==> config.mk <==
export PLATFORM = sky130hd
export DESIGN_NAME = prog_loader
export DESIGN_NICKNAME = d
export VERILOG_FILES = /design/src/rtl/prog_loader.sv
export SDC_FILE = /design/constraint.sdc
export NUM_CORES = 1
export LEC_CHECK = 0
export CAP_MARGIN = 20
export CORE_UTILIZATION = 40
export CTS_BUF_LIST = sky130_fd_sc_hd__clkbuf_4 sky130_fd_sc_hd__clkbuf_8
export DETAILED_ROUTE_END_ITERATION = 6
export HOLD_SLACK_MARGIN = 0.05
export PLACE_DENSITY_LB_ADDON = 0.08
export SYNTH_ARGS = -nofsm -noshare
export SYNTH_HDL_FRONTEND = slang
export SYNTH_SLANG_ARGS = --single-unit
==> constraint.sdc <==
create_clock -name clk -period 3.6 [get_ports clk]
set_input_delay 0.9 -clock clk [delete_from_list [all_inputs] [get_ports clk]]
set_output_delay 0.9 -clock clk [all_outputs]
set_load 0.02 [all_outputs]
==> src/rtl/prog_loader.sv <==
// Programming-port initiator for the RAM: LOAD streams DEPTH bytes from a
// valid/ready source into addresses 0..DEPTH-1, DUMP reads them back to a sink.
module prog_loader #(
  parameter int ADDR_W = 4,
  parameter int DATA_W = 8,
  parameter int DEPTH  = 16
) (
  input  logic              clk,
  input  logic              rst,
  input  logic              start_load,
  input  logic              start_dump,
  input  logic              abort,
  input  logic              in_valid,
  input  logic [DATA_W-1:0] in_data,
  output logic              in_ready,
  output logic              out_valid,
  output logic [DATA_W-1:0] out_data,
  input  logic              out_ready,
  output logic              mem_sel,
  output logic [ADDR_W-1:0] mem_addr,
  output logic [DATA_W-1:0] mem_value,
  output logic              mem_we,
  input  logic [DATA_W-1:0] mem_rdata,
  output logic              busy,
  output logic              done
);

  typedef enum logic [2:0] {
    S_IDLE,
    S_LOAD,
    S_WRITE,
    S_DUMP_RD,
    S_DUMP_OUT,
    S_DONE
  } state_t;

  localparam logic [ADDR_W-1:0] LAST = ADDR_W'(DEPTH - 1);

  state_t              r_state;
  logic [ADDR_W-1:0]   r_addr;
  logic [DATA_W-1:0]   r_data;

  always_ff @(posedge clk or negedge rst) begin
    if (!rst) begin
      r_state <= S_IDLE;
      r_addr  <= '0;
      r_data  <= '0;
    end else if (abort) begin
      // A write in flight still commits: mem_we is high up to this edge.
      r_state <= S_IDLE;
      r_addr  <= '0;
    end else begin
      case (r_state)
        S_IDLE: begin
          r_addr <= '0;
          if (start_load)      r_state <= S_LOAD;
          else if (start_dump) r_state <= S_DUMP_RD;
        end
        S_LOAD: begin
          if (in_valid) begin
            r_data  <= in_data;
            r_state <= S_WRITE;
          end
        end
        S_WRITE: begin
          if (r_addr == LAST) begin
            r_state <= S_DONE;
          end else begin
            r_addr  <= r_addr + 1'b1;
            r_state <= S_LOAD;
          end
        end
        S_DUMP_RD: begin
          r_data  <= mem_rdata;
          r_state <= S_DUMP_OUT;
        end
        S_DUMP_OUT: begin
          if (out_ready) begin
            if (r_addr == LAST) begin
              r_state <= S_DONE;
            end else begin
              r_addr  <= r_addr + 1'b1;
              r_state <= S_DUMP_RD;
            end
          end
        end
        S_DONE:  r_state <= S_IDLE;
        default: r_state <= S_IDLE;
      endcase
    end
  end

  assign busy      = (r_state != S_IDLE);
  assign mem_sel   = busy;
  assign mem_addr  = r_addr;
  assign mem_we    = (r_state == S_WRITE);
  assign mem_value = (r_state == S_WRITE) ? r_data : '0;
  assign in_ready  = (r_state == S_LOAD);
  assign out_valid = (r_state == S_DUMP_OUT);
  assign out_data  = r_data;
  assign done      = (r_state == S_DONE);

endmodule

==> results of run 1 <==
[metal layers]
metal / vias up / share of wire [%] / GRT usage [%]
met5: - / 0 / 0
met4: 0 / 1.3 / 8.333
met3: 4 / 7.2 / 5.060
met2: 39 / 45 / 32.22
met1: 419 / 46 / 27.26
li1: 472 / - / -
[sequential cells by signal, indices dropped and copies added, names as in the netlist]
name,flops
out_data,8
r_state,3
mem_addr,4
[worst paths after layout]
check / startpoint / end / cells past startpoint
worst max register to register: r_state[0] / out_data[4] / 4
worst min-delay path: out_data[5] / out_data[5] / 2
worst max-delay path: r_state[1] / mem_value[0] / 3
min in group asynchronous: rst / out_data[3] / 1
worst min register to register: out_data[5] / out_data[5] / 2
max in group asynchronous: rst / out_data[5] / 1
[power by group]
part           total, mW  switching [mW]  internal, mW
Clock              0.100          0.0591        0.0413
Sequential         0.238          0.0363         0.202
Combinational      0.253           0.123         0.130
[logic make-up (layout without fill, tap and decap cells)]
kind of cell | Yosys count | after routing | share of synthesized area [%]
AOI/OAI and AO/OA | 26 | 26 | 17.43
buffers and inverters | 14 | 57 | 7.340
adders and majority gates | 1 | 1 | 1.310
and+or+nand+nor | 44 | 44 | 25.30
DFF | 15 | 15 | 39.32
muxes | 8 | 8 | 8.388
xor gates and xnor gates | 1 | 1 | 0.9176
[cells in the final DEF, fill, tap and decap left out, drive strengths merged]
cell type      synthesis  routed
nand4                  1       1
dfrtp                 15      15
a2bb2oi                1       1
nand2                 12      12
a31o                   1       1
and3                   8       8
a211o                  1       1
nor4                   1       1
or3                    2       2
nor3                   1       1
inv                    5       5
nand3                  2       2
or4b                   1       1
a211oi                 1       1
nor2b                  1       1
nor3b                  2       2
nand4b                 1       1
a21oi                  4       4
clkdlybuf4s50          0      48
a22oi                  2       2
o22ai                  1       1
clkbuf                 2       3
mux2i                  8       8
or4                    1       1
clkinv                 0       1
xnor2                  1       1
ha                     1       1
o21a                   1       1
nand2b                 2       2
o21ai                 12      12
a311oi                 1       1
nor2                   7       7
o32a                   1       1
nand3b                 2       2
[cell type report]
| class | count | area, um^2 |
|---|---|---|
| clock inverters | 1 | 5.005 |
| inverters | 5 | 18.77 |
| clock buffers | 3 | 22.52 |
| flip-flops and latches | 15 | 375.4 |
| fillers | 204 | 787.0 |
| repair buffers | 48 | 480.5 |
| multi-input cells | 80 | 509.2 |
| well taps | 28 | 35.03 |
[worst min-delay path, stage by stage, from the launching register on]
cell and delay, ps:
sky130_fd_sc_hd__dfrtp_1 370, sky130_fd_sc_hd__nand2_1 50, sky130_fd_sc_hd__o21ai_0 60
==> results.md, run 1 <==
* Share of final-layout standard cells stronger than drive strength 1 at 4.605%
* Placed Instance Area at 1419 um^2
* Final cycle utilization of the critical path at 88.77%
* Critical Path Start Type: register
* Fraction of the yosys area taken by sequential cells at 39.32%
* Number of distinct standard cells referenced by the synthesized netlist at 38
* # rows at 17
* Area of the placeable core at 2233 um^2
* Max_slew headroom at 54.50%
* Clock tree from TritonCTS: yes
* Post-synthesis register bit count at 15
* Most used DFF post-synth: sky130_fd_sc_hd__dfrtp_1
* Longest Clk Path Bufs at 2
* Cell Count, Final, Fillers Out at 180
* Global-route wire length before repair at 3974 um
* Final core utilization at 64.76%
* Least-Margin Pin Slew at 680.4 ps
* Skew-Pair Late Insertion Delay at 290 ps
* Master cell of the clock root buffer: sky130_fd_sc_hd__clkbuf_4
* Required time of the critical path at 2700 ps
* Average routed wire per standard cell at 12.71 um
* WL final at 2287 um
* Horizontal extent of the die at 50.86 um
* Post-CTS Setup Inserts at 0
* Hold Slack at 514.7 ps
* CTS buffer count at 3
* Max-slew violation count at 0
* Final Wtd Congestion at 0.7800
* Sum of net half-perimeters after detailed placement at 1698 um
* Setup violators final at 0
* DRC violation total after the first TritonRoute iteration at 11
* Share of async-settable or async-resettable flops after synthesis at 100.0%
* TritonCTS Sinks at 15
* Maximum clock skew at final layout at 1.404 ps
* Data arrival time at the worst-slack endpoint at 2300 ps
* Total buffers and inverters traversed by the critical path at 1
* Number of antenna violations at the first check in global routing at 0
* Total die area at 2586 um^2
* Post-CTS sizing at 0
* Hold_buf cts at 0
* Number of instances in the synthesized netlist at 109
* Count of endpoints failing hold in the final timing report at 0
* Total chip power at 0.5913 mW
* Number of iterations in the first detailed-routing pass at 4
* Number of antenna-violating nets in the routed design at 0
* Synthesized area per cell at 8.758 um^2
* Largest delay contributor family on the critical path: simple AND/OR/NAND/NOR gates
* Share of Yosys cell area claimed by the top area cell type at 39.32%
* Remaining routing DRC violations at 0
* Fin area at 1446 um^2
* Number of cells in the design after placement at 176
* Setup CP Type: register to primary output
* Unrepaired setup endpoints after global routing: no
* Status: completed
* PwrDens at 408.8 nW/um^2
* Clock edge transition at the registers on the reported setup and hold paths at 100 ps
* Delay of the slowest cell on the worst path at 640 ps
* Hold/Removal Path Class: register to register
* Worst IR Drop VDD at 0.2760 mV
* Shortest period the worst path allows at 3196 ps
* Top-level port count at 49
* Max capacitance violation total at 0
* Minimum setup slack among reg-to-reg paths at 1850 ps
* Highest-delay cell along the critical path: sky130_fd_sc_hd__dfrtp_1
* Detailed-route vias per instance at 5.189
* Endpoint type of the worst setup path: primary output
* EDFF count, synth at 0
* Most instantiated library cell after synthesis: sky130_fd_sc_hd__dfrtp_1
* Total number of nets in the final design at 177
* Pin count of the biggest net entering global routing at 17
* GRT overflow at 0
* Leading cell types by count after synthesis: 15 x sky130_fd_sc_hd__dfrtp_1, 12 x sky130_fd_sc_hd__nand2_1, 10 x sky130_fd_sc_hd__o21ai_0, 8 x sky130_fd_sc_hd__and3_1, 8 x sky130_fd_sc_hd__mux2i_1
* Number of nets produced by synthesis at 133
* Number of antenna repair diodes at 0
* Detailed-route via count at 934
* Overall fraction of global-route tracks in use at 20.62%
* Number of global-route vias before repair at 891
* Post-Place Setup Slack at 731.2 ps
* Worst-case setup margin in the final layout at 404.1 ps
* Ordered list of cells on the worst path: nor2b_1 > and3_1 > clkdlybuf4s50_1
* Max FO, Critical Path at 16
* Biggest area contributors in the synthesized netlist: sky130_fd_sc_hd__dfrtp_1 39%, sky130_fd_sc_hd__mux2i_1 8.4%, sky130_fd_sc_hd__and3_1 5.2%, sky130_fd_sc_hd__o21ai_0 5.2%, sky130_fd_sc_hd__nand2_1 4.7%
* Signed area change from the synthesized netlist to the final layout at 51.51%
* Total Negative Setup Slacks at 0 ps
* Netlist Area Pre-Place at 954.7 um^2
* Highest attainable clock frequency at 312.9 MHz
* Height of the chip at 50.86 um
* Count of synthesis-stage warnings from yosys at 0
* Starting density of the core at 42.75%
* Deepest level of the CTS H-tree at 1
* Dominant cell type by area after synthesis: sky130_fd_sc_hd__dfrtp_1
* Port Buf Inserts at 48
* Leak Pwr at 0.6558 nW
(Power assumes the default switching activity.)
==> run 2, diff against run 1 <==
Settings changed: CTS_CLUSTER_SIZE set to 16.
==> results of run 2 <==
Same layout as run 1: the final DEF is identical, and so are final timing and power.
==> run 3, diff against run 2 <==
--- a/config.mk
+++ b/config.mk
@@ -12,2 +12,3 @@
 export DETAILED_ROUTE_END_ITERATION = 6
+export GPL_TIMING_DRIVEN = 0
 export HOLD_SLACK_MARGIN = 0.05
==> constraint.sdc (replaced) <==
create_clock -name clk -period 3.6 [get_ports clk]
set_input_delay 0.72 -clock clk [delete_from_list [all_inputs] [get_ports clk]]
set_output_delay 0.72 -clock clk [all_outputs]
set_load 0.02 [all_outputs]
==> run 3 against run 2 <==
Sequential cell count stayed put. Utilization is 2.0 points higher. Worst setup slack better by 150 ps. Maximum frequency is 5.0% higher. Power is 2.2% higher. Clock skew is 2.5 ps higher. Count of clock-buffer cells in the layout is 1 higher. Critical path type unchanged. Critical endpoint unchanged.
==> results.md, run 3 (same netlist as run 1, synthesis figures left out) <==
* Status: completed (unchanged)
* Most Used Layer, Global Route: met2 (unchanged)
* Hold Slack at 507.8 ps (was 514.7 ps)
* Clock edge transition at the registers on the reported setup and hold paths at 90 ps (was 100 ps)
* Number of global-route vias before repair at 941 (was 891)
* Detailed-route vias per instance at 5.298 (was 5.189)
* Share of final-layout standard cells stronger than drive strength 1 at 8.750% (was 4.605%)
* Count of endpoints failing hold in the final timing report at 0 (unchanged)
* Signed area change from the synthesized netlist to the final layout at 56.09% (was 51.51%)
* # rows at 17 (unchanged)
* Critical Path Start Type: register (unchanged)
* Highest-delay cell along the critical path: sky130_fd_sc_hd__clkdlybuf4s50_1 (was sky130_fd_sc_hd__dfrtp_1)
* Clock tree from TritonCTS: yes (unchanged)
* Max-slew violation count at 0 (unchanged)
* Global Route met3 Usage at 2.976% (was 5.060%)
* Total Negative Setup Slacks at 0 ps (unchanged)
* Number of antenna-violating nets in the routed design at 0 (unchanged)
* Hold/Removal Path Class: register to register (unchanged)
* Starting density of the core at 42.75% (unchanged)
* Met2 global-route usage at 36.00% (was 32.22%)
* DRC violation total after the first TritonRoute iteration at 12 (was 11)
* Skew-Pair Late Insertion Delay at 270 ps (was 290 ps)
* Detailed-route via count at 996 (was 934)
* Met1 capacity usage during global routing at 29.14% (was 27.26%)
* Leak Pwr at 0.6861 nW (was 0.6558 nW)
* Post-Place Setup Slack at 897.1 ps (was 731.2 ps)
* Longest Clk Path Bufs at 2 (unchanged)
* Height of the chip at 50.86 um (unchanged)
* GRT overflow at 0 (unchanged)
* Total number of nets in the final design at 185 (was 177)
* Final cycle utilization of the critical path at 84.58% (was 88.77%)
* Leading cell types in the layout, fill and taps excluded: 47 x sky130_fd_sc_hd__clkdlybuf4s50_1, 15 x sky130_fd_sc_hd__dfrtp_1, 12 x sky130_fd_sc_hd__nand2_1 (was 48 x sky130_fd_sc_hd__clkdlybuf4s50_1, 15 x sky130_fd_sc_hd__dfrtp_1, 12 x sky130_fd_sc_hd__nand2_1)
* Worst IR Drop VDD at 0.3052 mV (was 0.2760 mV)
* Setup violators final at 0 (unchanged)
* Master cell of the clock root buffer: sky130_fd_sc_hd__clkbuf_4 (unchanged)
* Least-Margin Pin Slew at 703.3 ps (was 680.4 ps)
* Horizontal extent of the die at 50.86 um (unchanged)
* Hold_buf cts at 0 (unchanged)
* WL final at 2518 um (was 2287 um)
* Final Wtd Congestion at 0.8358 (was 0.7800)
* Setup CP Type: register to primary output (unchanged)
* Post-CTS sizing at 0 (unchanged)
* Worst-case setup margin in the final layout at 555.1 ps (was 404.1 ps)
* Global-route wire length before repair at 4202 um (was 3974 um)
* PwrDens at 405.6 nW/um^2 (was 408.8 nW/um^2)
* Number of iterations in the first detailed-routing pass at 4 (unchanged)
* Shortest period the worst path allows at 3045 ps (was 3196 ps)
* Port Buf Inserts at 47 (was 48)
* Average routed wire per standard cell at 13.39 um (was 12.71 um)
* Highest attainable clock frequency at 328.4 MHz (was 312.9 MHz)
* Max_slew headroom at 52.97% (was 54.50%)
* Ordered list of cells on the worst path: buf_6 > buf_2 > nor2b_1 > and3_1 > clkdlybuf4s50_1 (was nor2b_1 > and3_1 > clkdlybuf4s50_1)
* Deepest level of the CTS H-tree at 1 (unchanged)
* Unrepaired setup endpoints after global routing: no (unchanged)
* Number of antenna violations at the first check in global routing at 0 (unchanged)
* Total buffers and inverters traversed by the critical path at 3 (was 1)
* Largest delay contributor family on the critical path: buffers and inverters (was simple AND/OR/NAND/NOR gates)
* Maximum clock skew at final layout at 3.889 ps (was 1.404 ps)
* Sum of net half-perimeters after detailed placement at 1885 um (was 1698 um)
* Pin count of the biggest net entering global routing at 16 (was 17)
* Delay of the slowest cell on the worst path at 610 ps (was 640 ps)
* Most common cell after layout, fill and taps aside: sky130_fd_sc_hd__clkdlybuf4s50_1 (unchanged)
* Top-level port count at 49 (unchanged)
* TritonCTS Sinks at 15 (unchanged)
* Data arrival time at the worst-slack endpoint at 2320 ps (was 2300 ps)
* Max FO, Critical Path at 10 (was 16)
* CTS buffer count at 3 (unchanged)
* Endpoint type of the worst setup path: primary output (unchanged)
* Post-CTS Setup Inserts at 0 (unchanged)
* Max reg flops at 8 (unchanged)
* Area of the placeable core at 2233 um^2 (unchanged)
* Remaining routing DRC violations at 0 (unchanged)
* Number of antenna repair diodes at 0 (unchanged)
* Max capacitance violation total at 0 (unchanged)
* Overall fraction of global-route tracks in use at 21.83% (was 20.62%)
* Total die area at 2586 um^2 (unchanged)
* Required time of the critical path at 2880 ps (was 2700 ps)
==> run 3: cell type report <==
cell class                 count  area, um^2
buffer                         9       51.30
clock buffer                   4       30.03
tap                           28       35.03
sequential                    15       375.4
timing repair buffer          47       470.5
fill                         195       743.2
multi-input combinational     80       509.2
inverter                       5       18.77
==> run 3: worst paths after layout <==
| check | from | end | slack (ps) | depth (start not counted) |
|---|---|---|---|---|
| max in group asynchronous | rst | r_state[0] | 2290 | 1 |
| worst max register to register | mem_addr[0] | mem_addr[1] | 1850 | 5 |
| worst min register to register | out_data[5] | out_data[5] | 510 | 2 |
| worst min-delay path | out_data[5] | out_data[5] | 510 | 2 |
| min in group asynchronous | rst | r_state[1] | 860 | 1 |
| worst max-delay path | r_state[1] | mem_value[0] | 560 | 5 |
==> run 3: stage by stage <==
stage,util [%],power (mW),cells,area [um^2]
2_1_floorplan,-,0.3674,109,954.7
3_3_place_gp,65.38,0.5003,184,1460
3_5_place_dp,65.38,0.5056,184,1460
4_1_cts,66.72,0.6083,188,1490
5_1_grt,66.72,0.6421,188,1490
6_report,66.72,0.6044,188,1490
==> run 3: tightest hold or removal path, stage by stage (launching register included) <==
cell and delay [ps]:
sky130_fd_sc_hd__dfrtp_1 360, sky130_fd_sc_hd__nand2_1 50, sky130_fd_sc_hd__o21ai_0 70
==> run 3: metal layers <==
layer / routed length [um] / up-vias
met4: 17 / 0
met3: 145 / 2
met2: 1245 / 39
met1: 1109 / 460
li1: - / 495
met5: 0 / -
==> run 3: power breakdown <==
group | internal [mW] | total [mW] | switching [mW]
clock network | 0.0504 | 0.102 | 0.0514
registers | 0.202 | 0.229 | 0.0275
logic | 0.137 | 0.273 | 0.136
total | 0.389 | 0.604 | 0.215
